==> src/rtl/fp_pkg.sv <==
// fp_pkg: flag bit positions, rounding-mode encodings and canonical NaN shared by the adder pipe
package fp_pkg;
  localparam int FLAG_INV = 4;
  localparam int FLAG_OVF = 3;
  localparam int FLAG_UNF = 2;
  localparam int FLAG_NX = 1;
  localparam int FLAG_ZERO = 0;
  typedef enum logic {RM_RNE = 1'b0, RM_RTZ = 1'b1} round_mode_e;
  function automatic logic [63:0] canon_nan(input int exp_w, input int mant_w);
    return (((64'd1 << exp_w) - 64'd1) << mant_w) | (64'd1 << (mant_w - 1));
  endfunction
endpackage

==> src/rtl/fp_lzc.sv <==
// fp_lzc: combinational leading-zero counter, returns WIDTH for an all-zero input
module fp_lzc #(
  parameter int WIDTH = 27,
  parameter int CW = $clog2(WIDTH + 1)
) (
  input  logic [WIDTH-1:0] din,
  output logic [CW-1:0] cnt
);
  always_comb begin
    cnt = CW'(WIDTH);
    for (int i = 0; i < WIDTH; i++) cnt = din[i] ? CW'(WIDTH - 1 - i) : cnt;
  end
endmodule

==> src/rtl/fp_add_pipe.sv <==
// fp_add_pipe: four-stage floating-point add/subtract (align, add, normalize, round) with valid/ready flow control
module fp_add_pipe
  import fp_pkg::*;
#(
  parameter int EXP_W = 8,
  parameter int MANT_W = 23
) (
  input  logic clk,
  input  logic rst_n,
  input  logic valid_in,
  output logic ready_in,
  input  logic [EXP_W+MANT_W:0] op_a,
  input  logic [EXP_W+MANT_W:0] op_b,
  input  logic sub,
  input  logic round_mode,
  output logic valid_out,
  input  logic ready_out,
  output logic [EXP_W+MANT_W:0] result,
  output logic [4:0] flags
);
  localparam int W = 1 + EXP_W + MANT_W;
  localparam int M = MANT_W + 4;
  localparam int CW = $clog2(M + 1);
  localparam logic [EXP_W-1:0] EMAX = '1;
  localparam logic [EXP_W-1:0] EMAX_M1 = EMAX - 1'b1;
  localparam logic [W-1:0] QNAN = W'(canon_nan(EXP_W, MANT_W));
  logic adv, v1, v2, v3;
  logic sa, sb, swap, nan_a, nan_b, snan_a, snan_b, inf_a, inf_b, inv_ii;
  logic [EXP_W-1:0] ea, eb, el, es, eln, esn, diff;
  logic [MANT_W-1:0] fa, fb, fl, fs;
  logic [M-1:0] ml, msr, msa;
  logic [2*M-1:0] wide;
  logic sg1, sub1, zs1, rm1, byp1, inv1;
  logic [EXP_W-1:0] e1;
  logic [M-1:0] ml1, ms1;
  logic [W-1:0] br1;
  logic sg2, zs2, rm2, byp2, inv2;
  logic [EXP_W-1:0] e2;
  logic [M:0] m2;
  logic [W-1:0] br2;
  logic sg3, zs3, rm3, byp3, inv3;
  logic [EXP_W-1:0] e3, n3e;
  logic [M-1:0] m3, n3m;
  logic [W-1:0] br3;
  logic [CW-1:0] lz;
  int sh;
  logic g, r, s, nx, inc, cy, hid, ovf, zr;
  logic [MANT_W+1:0] mr;
  logic [EXP_W:0] ef;
  logic [MANT_W-1:0] fr;
  logic [EXP_W-1:0] pe;
  logic [W-1:0] r4;
  logic [4:0] f4;
  assign adv = !(valid_out && !ready_out);
  assign ready_in = adv;
  assign {sa, ea, fa} = op_a;
  assign sb = op_b[W-1] ^ sub;
  assign {eb, fb} = op_b[W-2:0];
  assign nan_a = &ea && |fa;
  assign nan_b = &eb && |fb;
  assign snan_a = nan_a && !fa[MANT_W-1];
  assign snan_b = nan_b && !fb[MANT_W-1];
  assign inf_a = &ea && !(|fa);
  assign inf_b = &eb && !(|fb);
  assign inv_ii = inf_a && inf_b && (sa ^ sb);
  assign swap = op_b[W-2:0] > op_a[W-2:0];
  assign {el, fl, es, fs} = swap ? {eb, fb, ea, fa} : {ea, fa, eb, fb};
  assign eln = el == '0 ? EXP_W'(1) : el;
  assign esn = es == '0 ? EXP_W'(1) : es;
  assign diff = eln - esn;
  assign ml = {|el, fl, 3'b000};
  assign msr = {|es, fs, 3'b000};
  assign wide = {msr, M'(0)} >> diff;
  assign msa = int'(diff) >= M - 1 ? {{(M-1){1'b0}}, |msr} : {wide[2*M-1:M+1], wide[M] | (|wide[M-1:0])};
  fp_lzc #(.WIDTH(M)) u_lzc (.din(m2[M-1:0]), .cnt(lz));
  assign sh = int'(lz) < int'(e2) - 1 ? int'(lz) : int'(e2) - 1;
  assign n3m = m2[M] ? {m2[M:2], |m2[1:0]} : m2[M-1:0] << sh;
  assign n3e = m2[M] ? e2 + 1'b1 : e2 - EXP_W'(sh);
  assign {g, r, s} = m3[2:0];
  assign nx = g | r | s;
  assign inc = rm3 == RM_RNE && g && (r | s | m3[3]);
  assign mr = {1'b0, m3[M-1:3]} + (MANT_W+2)'(inc);
  assign cy = mr[MANT_W+1];
  assign ef = {1'b0, e3} + (EXP_W+1)'(cy);
  assign hid = cy | mr[MANT_W];
  assign fr = cy ? mr[MANT_W:1] : mr[MANT_W-1:0];
  assign ovf = ef >= {1'b0, EMAX};
  assign pe = hid ? ef[EXP_W-1:0] : '0;
  assign zr = !hid && fr == '0;
  assign r4 = byp3 ? br3 : ovf ? (rm3 == RM_RTZ ? {sg3, EMAX_M1, {MANT_W{1'b1}}} : {sg3, EMAX, {MANT_W{1'b0}}}) : {zr ? zs3 : sg3, pe, fr};
  always_comb begin
    f4 = '0;
    f4[FLAG_INV] = byp3 && inv3;
    f4[FLAG_OVF] = !byp3 && ovf;
    f4[FLAG_UNF] = !byp3 && !ovf && !hid && nx;
    f4[FLAG_NX] = !byp3 && (nx || ovf);
    f4[FLAG_ZERO] = !byp3 && !ovf && zr;
  end
  always_ff @(posedge clk or negedge rst_n)
    if (!rst_n) begin
      v1 <= 1'b0;
      v2 <= 1'b0;
      v3 <= 1'b0;
      valid_out <= 1'b0;
      result <= '0;
      flags <= '0;
    end else if (adv) begin
      v1 <= valid_in;
      v2 <= v1;
      v3 <= v2;
      valid_out <= v3;
      result <= r4;
      flags <= f4;
    end
  always_ff @(posedge clk)
    if (adv) begin
      sg1 <= swap ? sb : sa;
      sub1 <= sa ^ sb;
      zs1 <= sa & sb;
      rm1 <= round_mode;
      byp1 <= nan_a | nan_b | inf_a | inf_b;
      inv1 <= snan_a | snan_b | inv_ii;
      br1 <= (nan_a || nan_b || inv_ii) ? QNAN : inf_a ? op_a : {sb, op_b[W-2:0]};
      e1 <= eln;
      ml1 <= ml;
      ms1 <= msa;
      sg2 <= sg1;
      zs2 <= zs1;
      rm2 <= rm1;
      byp2 <= byp1;
      inv2 <= inv1;
      br2 <= br1;
      e2 <= e1;
      m2 <= sub1 ? {1'b0, ml1} - {1'b0, ms1} : {1'b0, ml1} + {1'b0, ms1};
      sg3 <= sg2;
      zs3 <= zs2;
      rm3 <= rm2;
      byp3 <= byp2;
      inv3 <= inv2;
      br3 <= br2;
      e3 <= n3e;
      m3 <= n3m;
    end
endmodule

==> config.mk <==
export PLATFORM = sky130hd
export DESIGN_NAME = fp_add_pipe
export DESIGN_NICKNAME = d
export VERILOG_FILES = /design/src/rtl/fp_pkg.sv /design/src/rtl/fp_lzc.sv /design/src/rtl/fp_add_pipe.sv
export SDC_FILE = /design/constraint.sdc
export NUM_CORES = 1
export LEC_CHECK = 0
export BUFFER_PORTS_ARGS = -buffer_cell sky130_fd_sc_hd__buf_2
export CORE_MARGIN = 3
export CORE_UTILIZATION = 60
export CTS_CLUSTER_DIAMETER = 50
export CTS_CLUSTER_SIZE = 25
export DETAILED_ROUTE_END_ITERATION = 8
export PLACE_DENSITY = 0.75
export SLEW_MARGIN = 5
export SYNTH_ARGS = -nofsm -noshare
export SYNTH_HDL_FRONTEND = slang
export SYNTH_SLANG_ARGS = --single-unit
==> constraint.sdc <==
create_clock -name clk -period 11.5 [get_ports clk]
set_clock_uncertainty 0.2 [all_clocks]
set_input_delay 1.725 -clock clk [delete_from_list [all_inputs] [get_ports clk]]
set_output_delay 1.725 -clock clk [all_outputs]
set_load 0.05 [all_outputs]
==> impl_metrics.tcl, run 1 <==
set metrics [dict create \
    antennaDiodeCount 0 \
    critPathRequiredTime_ns 11.57 \
    finalHoldViolCount 0 \
    postSynthNetCount 2026 \
    worst_pin_slew_ns 1.134 \
    synth_edf_count 242 \
    hold_class "flop to flop" \
    grt_pass1_wl_um 80300 \
    grt_usage 0.3056 \
    antenna_found_initial 1 \
    rows 63 \
    cts.clk_slew.worst_paths_ns 0.08 \
    synth_commonest_cells "edfxtp_1 (242), nor2_1 (180), nand2_1 (159)" \
    synth_seq_area_share 0.4442 \
    syn_area_per_cell_sq_um 10.10 \
    crit_arrival_ns 8.81 \
    die_h_um 182.4 \
    design.core.area_sq_um 30190 \
    grt_setup_unrepaired "false" \
    synth_area_sq_um 18670 \
    yosys.area.top_type_share 0.3892 \
    finalCritPeriodShare 0.7602 \
    synthCells 1849 \
    powerDensity_nw_per_um2 295.5 \
    fmaxAchievable_mhz 114.4 \
    period_minus_slack_ns 8.742 \
    h-tree-depth 1 \
    drc 0 \
    fin_util 0.6786 \
    firstDrtPassIters 7 \
    power.leakage_nw 8.167 \
    setup.worst_path.start_class "input pin" \
    cts_sinks 283 \
    finalWirelength_um 52280 \
    final_layout_size_suffix_gt1_frac 0.1471 \
    ys.flop_type "edfxtp_1" \
    yosys-top-cells-area "edfxtp_1 (39%), ha_1 (7.0%), dfrtp_1 (5.5%), nor2_1 (3.6%), a21oi_1 (3.6%)" \
    grt_max_degree 159 \
    via_count 15190 \
    die_x_um 182.4 \
    yosysMostFrequentCell "edfxtp_1" \
    critPathMaxStageDelay_ns 0.92 \
    status "finished clean" \
    yosysWarnings 0 \
    insertion_delay_ns 0.56 \
    synth_mux_area_frac 0.08149 \
    cpMaxStageDelayCell "ha_1" \
    dp_slack_ns 2.241 \
    yosysTopAreaCell "edfxtp_1" \
    maxCapViolCount 0 \
    die-area_sq_um 33270 \
    fin_area_sq_um 20490 \
    setup_viol 0 \
    drt_iter0_drc 1979 \
    root_buffer "clkbuf_16" \
    grt_pass1_vias 14340 \
    maxSlewHeadroom 0.2414 \
    crit_fanout 63 \
    synth_fa_ha_area_frac 0.07291 \
    nFillCells 2341 \
    p_total_w 0.006053 \
    fin_ws_ns 2.758 \
    async_flop_share 0.1449 \
    synth_top_family_by_area "compound AO/OA/AOI/OAI gates" \
    cts_resized 0 \
    initial_utilization 0.6184 \
    fin_nets 2100 \
    synthSimpleGateAreaFrac 0.1521 \
    crit_buf_inv 6 \
    hpwl_um 38970 \
    placed_area_sq_um 19500 \
    cpLargestDelayFamily "compound AO/OA/AOI/OAI gates" \
    ctsLongestPathBuffers 3 \
    ir_drop_mv 0.1933 \
    avgViaCountPerCell 6.506 \
    grt.overflow.total 0 \
    globalplace.congestion 0.9778 \
    areaGrowthSynthToFinish_pct 9.724 \
    synth-xor-area-share 0.03693 \
    ys_ff_latch 283 \
    synth-compound-area-share 0.1693 \
    cts_made_buffers 27 \
    tns_ns 0 \
    ant_nets 0 \
    crit_chain "buf_2, inv_1, ha_1, a21oi_1, o21ai_0, a2111oi_0, a21oi_1, o21ai_4, buf_4, mux2_2, nor4_1, inv_1, nand3_1, inv_1, ha_1, inv_1, mux4_2, a22oi_1, mux2i_1, a211oi_1, nand2_1, nor4_1, o211ai_1" \
    path_common_cell "inv_1" \
    cts_tree "yes" \
    port_buffers 108 \
    worstSetupEndpointType "flop" \
    postCtsSetupBuffers 0 \
    timing_max_transition_violations_final 0 \
    worstSetupPathType "input pin to flop" \
    boundaryPins 109 \
    synth_cell_types 94 \
    wire_per_inst_um 22.40 \
    cts_hold_buf 0 \
]
==> worst register-to-register path, delay by kind of cell, from the launching register on <==
kind,cells,cell delay [ns]
AO/OA/AOI/OAI,15,2.76
adder cells (fa/ha/maj),3,0.91
AND/OR/NAND/NOR,4,0.75
buffers and inverters,2,0.73
flip-flops,1,0.53
XOR/XNOR,2,0.29
==> registers in the layout, summed over array words and instances (netlist names), 5 cells and up <==
signal / flops
br1: 32
br2: 32
br3: 32
e1: 8
e2: 8
e3: 8
flags: 5
m2: 28
m3: 27
ml1: 24
ms1: 27
result: 32
==> report_power, final <==
part | internal [W] | leakage [nW] | total (W) | switching, W
clock network | 0.000512 | 0.473 | 0.000949 | 0.000437
registers | 0.00166 | 2.98 | 0.00203 | 0.000367
logic | 0.00110 | 4.72 | 0.00308 | 0.00198
==> worst paths after layout <==
path / from / to / slack (ns) / cells past startpoint
max: op_a[12] / ms1[0] / 2.76 / 23
min: br1[30] / br2[30] / 0.22 / 0
max reg2reg: m2[4] / e3[7] / 5.07 / 26
min reg2reg: br1[30] / br2[30] / 0.22 / 0
max in group asynchronous: rst_n / result[9] / 9.45 / 1
min in group asynchronous: rst_n / result[25] / 1.09 / 1
==> layout by cell type (no fill, tap or decap), drive strengths merged, types with 12 or more instances in the layout <==
cell type	instances
edfxtp	242
nor2	181
nand2	160
a21oi	136
buf	126
inv	123
o21ai	106
ha	104
nand3	64
mux2	44
mux2i	42
xnor2	42
dfrtp	41
nor3	38
a22oi	37
xor2	35
and2	32
clkbuf	29
a211oi	28
nor4	28
mux4	26
o211ai	24
a31oi	22
nand4	19
a21o	19
nand2b	16
a22o	13
and3	12
nor2b	12
==> cell families (layout without fill, tap and decap cells) <==
family                   Yosys count  in the layout
AO/OA/AOI/OAI                    481            481
XOR/XNOR                          77             77
adder cells (fa/ha/maj)          107            107
buffers and inverters            195            290
flip-flops                       283            283
multiplexers                     112            112
AND/OR/NAND/NOR                  594            594
==> area by class of cell <==
class / count / area, sq um / share of cell area
clock buffers: 29 / 683.2 / 0.03335
clock inverters: 21 / 306.5 / 0.01496
inverters: 114 / 437.9 / 0.02138
multi-input cells: 1371 / 9602 / 0.4687
flip-flops and latches: 283 / 8293 / 0.4048
well taps: 390 / 488.0 / 0.02382
repair buffers: 126 / 675.6 / 0.03298
==> metrics by stage <==
step,hold slack [ns],cells
CTS,0.2161,2334
global route,0.2208,2334
floorplan,0.2003,1849
global placement,0.2014,2284
detailed placement,0.2045,2284
finish,0.2173,2334
==> metal layers <==
metal	track usage	vias to the layer above	share of wire
met2	0.5016	781	0.47
met1	0.4069	7205	0.40
met4	0.1258	2	0.047
li1	-	7054	-
met3	0.04983	144	0.085
met5	0	-	0.00025
Note: power is estimated with default switching activity, not from simulation.
==> inputs of run 2 (changes only) <==
--- a/config.mk
+++ b/config.mk
@@ -7,11 +7,11 @@
 export LEC_CHECK = 0
 export BUFFER_PORTS_ARGS = -buffer_cell sky130_fd_sc_hd__buf_2
 export CORE_MARGIN = 3
-export CORE_UTILIZATION = 60
+export CORE_UTILIZATION = 56
 export CTS_CLUSTER_DIAMETER = 50
 export CTS_CLUSTER_SIZE = 25
 export DETAILED_ROUTE_END_ITERATION = 8
-export PLACE_DENSITY = 0.75
+export PLACE_DENSITY = 0.73
 export SLEW_MARGIN = 5
 export SYNTH_ARGS = -nofsm -noshare
 export SYNTH_HDL_FRONTEND = slang
==> constraint.sdc (replaced) <==
create_clock -name clk -period 7.4 [get_ports clk]
set_clock_uncertainty 0.2 [all_clocks]
set_input_delay 1.11 -clock clk [delete_from_list [all_inputs] [get_ports clk]]
set_output_delay 1.11 -clock clk [all_outputs]
set_load 0.05 [all_outputs]
==> run 2 against run 1 <==
Final cell count is 3.4% higher. Worst hold slack worse by 0.0055 ns. Non-clock buffer count grew 28. Critical path type unchanged. Critical endpoint unchanged. Highest routed layer unchanged.
==> impl_metrics.tcl, run 2 (same netlist as run 1, synthesis figures left out) <==
set metrics [dict create \
    p_sw_frac 0.4549 \
    areaGrowthSynthToFinish_pct 11.51 \
    grt_usage 0.3041 \
    powerDensity_nw_per_um2 460.4 \
    grt_pass1_vias 14630 \
    power_frac_seq 0.328 \
    via_count 15390 \
    grt_setup_unrepaired "false" \
    worstSetupPathType "input pin to flop" \
    whs_ns 0.2118 \
    globalplace.congestion 0.9865 \
    drt_iter0_drc 1535 \
    crit_fanout 27 \
    final_layout_size_suffix_gt1_frac 0.1608 \
    final_common_cell "edfxtp_1" \
    ant_nets 0 \
    grt.busiest_layer "met2" \
    fmaxAchievable_mhz 147.0 \
    hold_class "flop to flop" \
    clockPowerShare 0.158 \
    placedCellCount 2364 \
    worst_pin_slew_ns 1.199 \
    power.leakage_nw 8.333 \
    ctsLongestPathBuffers 3 \
    h-tree-depth 1 \
    ir_drop_mv 0.3382 \
    cts_tree "yes" \
    crit_arrival_ns 6.89 \
    grt_pass1_wl_um 84710 \
    finalWirelength_um 54570 \
    cts_sinks 283 \
    cts.clk_slew.worst_paths_ns 0.07 \
    root_buffer "clkbuf_16" \
    finalCritPeriodShare 0.9190 \
    fin_cells 2414 \
    die-area_sq_um 35570 \
    cts_made_buffers 27 \
    finalHoldViolCount 0 \
    grt.overflow.total 0 \
    fin_ws_ns 0.5995 \
    use_met1 0.4116 \
    dp_slack_ns 0.07210 \
    firstDrtPassIters 6 \
    setup_viol 0 \
    final_cell_mix "edfxtp_1 (242), nor2_1 (180), nand2_1 (159)" \
    port_buffers 108 \
    design.core.area_sq_um 32700 \
    maxCapViolCount 0 \
    antennaDiodeCount 0 \
    avgViaCountPerCell 6.375 \
    grtUsageMet2 0.5080 \
    worstSetupEndpointType "flop" \
    insertion_delay_ns 0.56 \
    boundaryPins 109 \
    setup.worst_path.start_class "input pin" \
    wire_per_inst_um 22.60 \
    p_int_w 0.005225 \
    die_x_um 188.6 \
    pwr-share-comb 0.514 \
    die_h_um 188.6 \
    grt.met3_usage 0.04000 \
    tns_ns 0 \
    critPathRequiredTime_ns 7.49 \
    grt_max_degree 174 \
    fin_nets 2128 \
    p_total_w 0.009586 \
    period_minus_slack_ns 6.801 \
    p_switching_w 0.004361 \
    cts_hold_buf 0 \
    status "finished clean" \
    antenna_found_initial 1 \
    timing_max_transition_violations_final 0 \
    nFillCells 2673 \
    hpwl_um 40590 \
    initial_utilization 0.5709 \
    rows 66 \
    maxSlewHeadroom 0.1979 \
    drc 0 \
]
[run 2: cell count changes in the layout (fill, tap and decap cells not counted), sizes merged]
cell and delta:
bufinv +2, buf +28, clkinv -3, clkbuf -1
clkinvlp -2, inv +4
[run 2: area by class of cell]
cell class / instances / area (sq um) / area share
sequential: 283 / 8293 / 0.3983
timing repair buffer: 154 / 935.9 / 0.04495
inverter: 114 / 437.9 / 0.02103
multi-input combinational: 1371 / 9608 / 0.4615
tap: 442 / 553.0 / 0.02656
clock inverter: 22 / 311.5 / 0.01496
clock buffer: 28 / 679.4 / 0.03263
[run 2: timing repair]
item                       CTS  global route
setup endpoints to repair    0             2
buffers inserted             0             0
resized for setup            0             2
[run 2: metrics by stage]
stage | util | area [sq um]
2_1_floorplan | - | 18670
3_3_place_gp | 0.6061 | 19820
3_5_place_dp | 0.6061 | 19820
4_1_cts | 0.6364 | 20810
5_1_grt | 0.6366 | 20820
6_report | 0.6366 | 20820
[run 2: worst paths after layout]
path,startpoint,depth (start not counted),slack [ns],to
worst max-delay path,op_a[14],28,0.60,ms1[0]
min in group asynchronous,rst_n,1,0.48,result[31]
worst min register to register,zs1,0,0.21,zs2
max in group asynchronous,rst_n,1,5.95,result[13]
worst max register to register,m2[5],25,0.87,e3[7]
worst min-delay path,zs1,0,0.21,zs2
[run 2: power by group through the flow]
stage               Sequential [W]  Combinational [W]  Clock, W
global placement           0.00313            0.00477         0
CTS                        0.00312            0.00485   0.00154
floorplan                  0.00330            0.00322         0
detailed placement         0.00315            0.00481         0
global route               0.00320            0.00534   0.00161
finish                     0.00314            0.00493   0.00151
[run 2: worst max-delay path, stage by stage]
cell,delay (ns)
buf_2,0.14
inv_1,0.06
ha_1,0.32
a21oi_1,0.12
o21ai_0,0.18
a2111oi_2,0.41
a21oi_1,0.19
o21ai_4,0.27
mux2_2,0.39
or4_1,0.52
nor4_1,0.24
inv_1,0.08
nand3_1,0.11
inv_1,0.05
ha_1,0.22
nor2b_1,0.11
o21ai_0,0.10
a21o_1,0.19
a21oi_1,0.22
xnor2_2,0.23
nor2_1,0.13
buf_12,0.19
a22oi_1,0.27
mux2i_1,0.15
a211oi_1,0.36
nand2_1,0.10
nor4_1,0.28
o211ai_1,0.14
[run 2: routing by layer]
layer	share of wire	vias to the layer above
met5	0.00013	-
met4	0.038	2
met3	0.072	121
met2	0.48	743
met1	0.41	7419
li1	-	7104
